<file path="src/rtl/bus_snoop_responder_pkg.sv">
// Shared bus-snoop types: operation and snoop-result encodings, request record,
// responder FSM states, and the snoop-result decode used by the cache and the responder.
package bus_snoop_responder_pkg;

    localparam int BUS_ADDR_W = 32;

    typedef enum logic [2:0] {
        OP_NONE  = 3'd0,
        OP_READ  = 3'd1,
        OP_WRITE = 3'd2,
        OP_INVAL = 3'd3,
        OP_RWIM  = 3'd4
    } bus_op_e;

    typedef enum logic [1:0] {
        SNP_HIT   = 2'b00,
        SNP_HITM  = 2'b01,
        SNP_NOHIT = 2'b10
    } snoop_result_e;

    typedef struct packed {
        bus_op_e                 op;
        logic [BUS_ADDR_W-1:0]   addr;
    } bus_req_t;

    typedef enum logic [1:0] {
        S_IDLE = 2'd0,
        S_WAIT = 2'd1,
        S_RESP = 2'd2
    } rsp_state_e;

    // Only reads (plain or with intent to modify) can find the line in another cache.
    function automatic snoop_result_e snoop_decode(input bus_op_e op, input logic [1:0] a);
        snoop_result_e r;
        r = SNP_NOHIT;
        if (op == OP_READ || op == OP_RWIM) begin
            if (a == 2'b00)      r = SNP_HIT;
            else if (a == 2'b01) r = SNP_HITM;
            else                 r = SNP_NOHIT;
        end
        return r;
    endfunction

endpackage

</file>
<file path="src/rtl/bus_snoop_responder_fifo.sv">
// bus_req_fifo: synchronous request FIFO with one extra pointer bit to tell full from empty.
module bus_req_fifo
    import bus_snoop_responder_pkg::*;
#(
    parameter int  DEPTH = 4,
    parameter type T     = bus_req_t
) (
    input  logic clk,
    input  logic rstb,
    input  logic i_push,
    input  T     i_data,
    input  logic i_pop,
    output T     o_data,
    output logic o_full,
    output logic o_empty
);

    localparam int AW = $clog2(DEPTH);

    T             r_mem [DEPTH];
    logic [AW:0]  r_wptr;
    logic [AW:0]  r_rptr;
    logic         w_do_push;
    logic         w_do_pop;

    assign o_full    = (r_wptr[AW] != r_rptr[AW]) && (r_wptr[AW-1:0] == r_rptr[AW-1:0]);
    assign o_empty   = (r_wptr == r_rptr);
    assign w_do_push = i_push && !o_full;
    assign w_do_pop  = i_pop && !o_empty;
    assign o_data    = r_mem[r_rptr[AW-1:0]];

    always_ff @(posedge clk or negedge rstb) begin
        if (!rstb) begin
            r_wptr <= '0;
            r_rptr <= '0;
        end else begin
            if (w_do_push) r_wptr <= r_wptr + 1'b1;
            if (w_do_pop)  r_rptr <= r_rptr + 1'b1;
        end
    end

    always_ff @(posedge clk) begin
        if (w_do_push) r_mem[r_wptr[AW-1:0]] <= i_data;
    end

endmodule

</file>
<file path="src/rtl/bus_snoop_responder.sv">
// Snoop responder: queues cache bus operations and answers each after RESP_LAT cycles.
// Statistics counters are built only when BUS_SNOOP_STATS_EN is defined; otherwise tied to zero.
module bus_snoop_responder
    import bus_snoop_responder_pkg::*;
#(
    parameter int FIFO_DEPTH = 4,
    parameter int RESP_LAT   = 2,
    parameter int ADDR_W     = 32
) (
    input  logic              clk,
    input  logic              rstb,
    input  logic              bus_valid,
    input  logic [2:0]        bus_op,
    input  logic [ADDR_W-1:0] bus_addr,
    output logic              bus_ready,
    output logic              rsp_valid,
    input  logic              rsp_ready,
    output logic [2:0]        rsp_op,
    output logic [ADDR_W-1:0] rsp_addr,
    output logic [1:0]        rsp_result,
    output logic [15:0]       cnt_read,
    output logic [15:0]       cnt_write,
    output logic [15:0]       cnt_inval,
    output logic [15:0]       cnt_rwim,
    output logic [15:0]       cnt_hitm,
    output logic [15:0]       cnt_drop
);

    typedef struct packed {
        bus_op_e             op;
        logic [ADDR_W-1:0]   addr;
    } req_t;

    localparam logic [3:0] LAT_INIT = (RESP_LAT == 0) ? 4'd0 : 4'(RESP_LAT - 1);

    bus_op_e        w_op;
    logic           w_legal;
    logic           w_push;
    logic           w_pop;
    logic           w_full;
    logic           w_empty;
    req_t           w_push_req;
    req_t           w_head;

    rsp_state_e     r_state;
    logic [3:0]     r_lat;
    logic           r_rsp_valid;
    bus_op_e        r_rsp_op;
    logic [ADDR_W-1:0] r_rsp_addr;
    snoop_result_e  r_rsp_result;

    assign w_op       = bus_op_e'(bus_op);
    assign w_legal    = (bus_op >= 3'd1) && (bus_op <= 3'd4);
    assign w_push     = bus_valid && !w_full && w_legal;
    assign w_pop      = (r_state == S_IDLE) && !w_empty;
    assign w_push_req = '{op: w_op, addr: bus_addr};

    bus_req_fifo #(
        .DEPTH (FIFO_DEPTH),
        .T     (req_t)
    ) u_fifo (
        .clk     (clk),
        .rstb    (rstb),
        .i_push  (w_push),
        .i_data  (w_push_req),
        .i_pop   (w_pop),
        .o_data  (w_head),
        .o_full  (w_full),
        .o_empty (w_empty)
    );

    assign bus_ready  = !w_full;
    assign rsp_valid  = r_rsp_valid;
    assign rsp_op     = r_rsp_op;
    assign rsp_addr   = r_rsp_addr;
    assign rsp_result = r_rsp_result;

    // The popped request is latched into the response registers, which stay stable until handshake.
    always_ff @(posedge clk or negedge rstb) begin
        if (!rstb) begin
            r_state      <= S_IDLE;
            r_lat        <= 4'd0;
            r_rsp_valid  <= 1'b0;
            r_rsp_op     <= OP_NONE;
            r_rsp_addr   <= '0;
            r_rsp_result <= SNP_NOHIT;
        end else begin
            case (r_state)
                S_IDLE: begin
                    if (!w_empty) begin
                        r_rsp_op     <= w_head.op;
                        r_rsp_addr   <= w_head.addr;
                        r_rsp_result <= snoop_decode(w_head.op, w_head.addr[1:0]);
                        if (RESP_LAT == 0) begin
                            r_state     <= S_RESP;
                            r_rsp_valid <= 1'b1;
                        end else begin
                            r_state <= S_WAIT;
                            r_lat   <= LAT_INIT;
                        end
                    end
                end
                S_WAIT: begin
                    if (r_lat == 4'd0) begin
                        r_state     <= S_RESP;
                        r_rsp_valid <= 1'b1;
                    end else begin
                        r_lat <= r_lat - 4'd1;
                    end
                end
                S_RESP: begin
                    if (rsp_ready) begin
                        r_state     <= S_IDLE;
                        r_rsp_valid <= 1'b0;
                    end
                end
                default: begin
                    r_state     <= S_IDLE;
                    r_rsp_valid <= 1'b0;
                end
            endcase
        end
    end

`ifdef BUS_SNOOP_STATS_EN
    function automatic logic [15:0] sat_inc(input logic [15:0] v);
        return (v == 16'hFFFF) ? v : v + 16'd1;
    endfunction

    logic [15:0] r_cnt_read;
    logic [15:0] r_cnt_write;
    logic [15:0] r_cnt_inval;
    logic [15:0] r_cnt_rwim;
    logic [15:0] r_cnt_hitm;
    logic [15:0] r_cnt_drop;

    always_ff @(posedge clk or negedge rstb) begin
        if (!rstb) begin
            r_cnt_read  <= 16'd0;
            r_cnt_write <= 16'd0;
            r_cnt_inval <= 16'd0;
            r_cnt_rwim  <= 16'd0;
            r_cnt_hitm  <= 16'd0;
            r_cnt_drop  <= 16'd0;
        end else begin
            if (w_push && w_op == OP_READ)  r_cnt_read  <= sat_inc(r_cnt_read);
            if (w_push && w_op == OP_WRITE) r_cnt_write <= sat_inc(r_cnt_write);
            if (w_push && w_op == OP_INVAL) r_cnt_inval <= sat_inc(r_cnt_inval);
            if (w_push && w_op == OP_RWIM)  r_cnt_rwim  <= sat_inc(r_cnt_rwim);
            if (bus_valid && !w_legal)      r_cnt_drop  <= sat_inc(r_cnt_drop);
            if (r_state == S_RESP && rsp_ready && r_rsp_result == SNP_HITM)
                r_cnt_hitm <= sat_inc(r_cnt_hitm);
        end
    end

    assign cnt_read  = r_cnt_read;
    assign cnt_write = r_cnt_write;
    assign cnt_inval = r_cnt_inval;
    assign cnt_rwim  = r_cnt_rwim;
    assign cnt_hitm  = r_cnt_hitm;
    assign cnt_drop  = r_cnt_drop;
`else
    assign cnt_read  = 16'h0;
    assign cnt_write = 16'h0;
    assign cnt_inval = 16'h0;
    assign cnt_rwim  = 16'h0;
    assign cnt_hitm  = 16'h0;
    assign cnt_drop  = 16'h0;
`endif

endmodule
</file>
<file path="config.mk">
export PLATFORM = sky130hd
export DESIGN_NAME = bus_snoop_responder
export DESIGN_NICKNAME = d
export VERILOG_FILES = /design/src/rtl/bus_snoop_responder_pkg.sv /design/src/rtl/bus_snoop_responder_fifo.sv /design/src/rtl/bus_snoop_responder.sv
export SDC_FILE = /design/constraint.sdc
export NUM_CORES = 1
export LEC_CHECK = 0
export CORE_ASPECT_RATIO = 1.2
export CORE_MARGIN = 2
export CORE_UTILIZATION = 55
export DETAILED_ROUTE_END_ITERATION = 7
export GPL_ROUTABILITY_DRIVEN = 0
export PLACE_DENSITY = 0.82
export SLEW_MARGIN = 20
export SYNTH_ARGS = -nofsm -noshare
export SYNTH_HDL_FRONTEND = slang
export SYNTH_HIERARCHICAL = 1
export SYNTH_SLANG_ARGS = --single-unit
</file>
<file path="constraint.sdc">
create_clock -name clk -period 5.11 [get_ports clk]
set_clock_uncertainty 0.1 [all_clocks]
set_input_delay 0.511 -clock clk [delete_from_list [all_inputs] [get_ports clk]]
set_output_delay 0.511 -clock clk [all_outputs]
set_load 0.1 [all_outputs]
</file>
==> results_dict.tcl <==
set metrics [dict create \
    routedWlPerCell_um 19.0 \
    die_area_um2 15700 \
    htreeDepth 4 \
    cts_tree "built" \
    synth_edf_count 140 \
    required_ns 4.50 \
    regArea_um2 5460 \
    vias 3862 \
    busiest_layer "met2" \
    cts_resized 0 \
    arrival_ns 2.87 \
    tns_ns 0 \
    clkTransAtPathRegs_ns 0.07 \
    hold_viol 0 \
    cts.path.max_buffers 2 \
    drc 0 \
    setup_viol 0 \
    clockRootBuffer "clkbuf_16" \
    start_kind "flip-flop" \
    post-place-ws_ns 1.90 \
    track_usage 0.187 \
    die_y_um 137 \
    antenna_cells 0 \
    ys_ff_latch 190 \
    dr.pass1.iters 4 \
    synth_cell_types 43 \
    first_global_vias 3949 \
    r2r-start "u_fifo/r_rptr[1]" \
    r2r_end "u_fifo/r_mem[2][24]" \
    antenna_found_initial 1 \
    syn2layout_area_growth_pct 13.9 \
    fmax_ghz 0.287 \
    grt_max_degree 51 \
    rrSetupSlack_ns 1.93 \
    synth_area_leader_cell "edfxtp_1" \
    synthTopCellsByArea "edfxtp_1 (52%), dfrtp_1 (15%), buf_4 (9.2%)" \
    status "completed" \
    startpoint "u_fifo/r_rptr[1]" \
    min_period_over_period 0.681 \
    clk_latency_ns 0.42 \
    ioPinCount 174 \
    yosysTopAreaCellShare 0.519 \
    maxSlewHeadroom 0.333 \
    start_util 0.562 \
    final_layout_size_suffix_gt1_frac 0.203 \
    whs_ns 0.0962 \
    fillers 972 \
    rows 48 \
    drtAntennaViolNets 0 \
    final_max_slew_viol_count 0 \
    cap_violations 0 \
    rsz0062_at_grt "false" \
    grt-ovfl-total 0 \
    grt_pass1_wl_um 21400 \
    synth_ff_type "edfxtp_1" \
    async_flop_share 0.263 \
    min_path_type "in2async" \
    multi_input_area_um2 2120 \
    drtIter0Drc 181 \
    syn_area_um2 8100 \
    critPathCaptureType "primary output" \
    fin_area_um2 9230 \
    grt.met2_usage 0.308 \
    ys_warn_count 6 \
    fin_crit_ns 3.48 \
    rr_worst_depth 9 \
    dp_hpwl_um 8680 \
    tightest_slew_ns 0.998 \
    path_class "reg2out" \
    post_dp_cell_area_um2 8640 \
    syn_avg_cell_area_um2 17.7 \
    ys_seq_area_frac 0.673 \
    io_buffer_count 77 \
    postCtsSetupBuffers 0 \
    die_w_um 115 \
    drt_wl_total_um 13900 \
    crit_fanout 40 \
    viasPerCell 5.28 \
    layout.nets 588 \
    synthCells 458 \
    cts_made_buffers 17 \
    crit_end "bus_ready" \
    core_area_um2 14400 \
    worst_slack_ns 1.63 \
    cts_hold_buf 0 \
    cts.sinks 190 \
    met3_usage 0.0474 \
    met1_usage 0.241 \
]
## layout make-up
| cell class | instances | area share |
|---|---|---|
| inverters | 11 | 0.00447 |
| clock inverters | 15 | 0.0174 |
| flip-flops and latches | 190 | 0.591 |
| multi-input cells | 241 | 0.230 |
| well taps | 175 | 0.0237 |
| clock buffers | 17 | 0.0461 |
| repair buffers | 82 | 0.0870 |
## flip-flops by register name (all words and copies together) (netlist names), 2 cells and up
register,count
u_fifo/r_rptr,3
r_state,2
rsp_op,3
u_fifo/r_wptr,3
u_fifo/r_mem,140
rsp_result,2
r_lat,4
rsp_addr,32
## critical path, cell delays in order (launching register included)
cell and delay (ns):
dfrtp_2 0.34, buf_4 0.47, xnor2_2 0.26, nand3_1 0.14, inv_1 0.04, inv_1 0.06
clkdlybuf4s50_1 1.13
## cells in the final DEF (no fill, tap or decap), drive strengths merged, types with 5 or more instances in the layout
master         netlist  layout
conb                 1      96
buf                109       6
xnor2                6       6
nor2                 6       6
clkbuf               2      17
ha                   6       6
clkdlybuf4s50        0      76
o21ai                8       8
nor3                 5       5
mux4                35      35
inv                 11      16
edfxtp             140     140
nand3                6       6
mux2                35      35
dfrtp               49      49
clkinv               0       5
## cells in the mapped netlist (all sizes together), types with 5 or more instances
library cell,number
o21ai,8
xnor2,6
mux2,35
nor3,5
edfxtp,140
nor2,6
mux4,35
buf,109
dfrtp,49
ha,6
nand3,6
inv,11
## metrics by stage
step,std cells,utilization
after detailed placement,699,0.600
after floorplan,553,-
after CTS,731,0.640
after global routing,731,0.640
final,731,0.640
after global placement,699,0.600
## kinds of logic after synthesis
kind of cell,after synthesis,synth area share
AOI/OAI and AO/OA,24,0.0208
xor gates and xnor gates,9,0.0125
adders and majority gates,6,0.00926
buffers and inverters,122,0.109
DFF,190,0.673
muxes,71,0.149
other,1,0.000463
and+or+nand+nor,35,0.0258
## routing by layer
metal / wire (µm) / up-vias
li1: - / 1697
met1: 5710 / 1970
met2: 7100 / 174
met3: 857 / 19
met4: 193 / 2
met5: 11 / -
## worst min-delay path by stage
stage,cells past startpoint,to
final,2,rsp_addr[6]
after global routing,2,rsp_addr[6]
after CTS,2,rsp_addr[6]
after detailed placement,1,rsp_addr[12]
after global placement,1,rsp_addr[15]
after floorplan,0,r_lat[0]
Power is not shown: default switching activity piles up to over one toggle a cycle in this logic, so the estimate is an artifact.
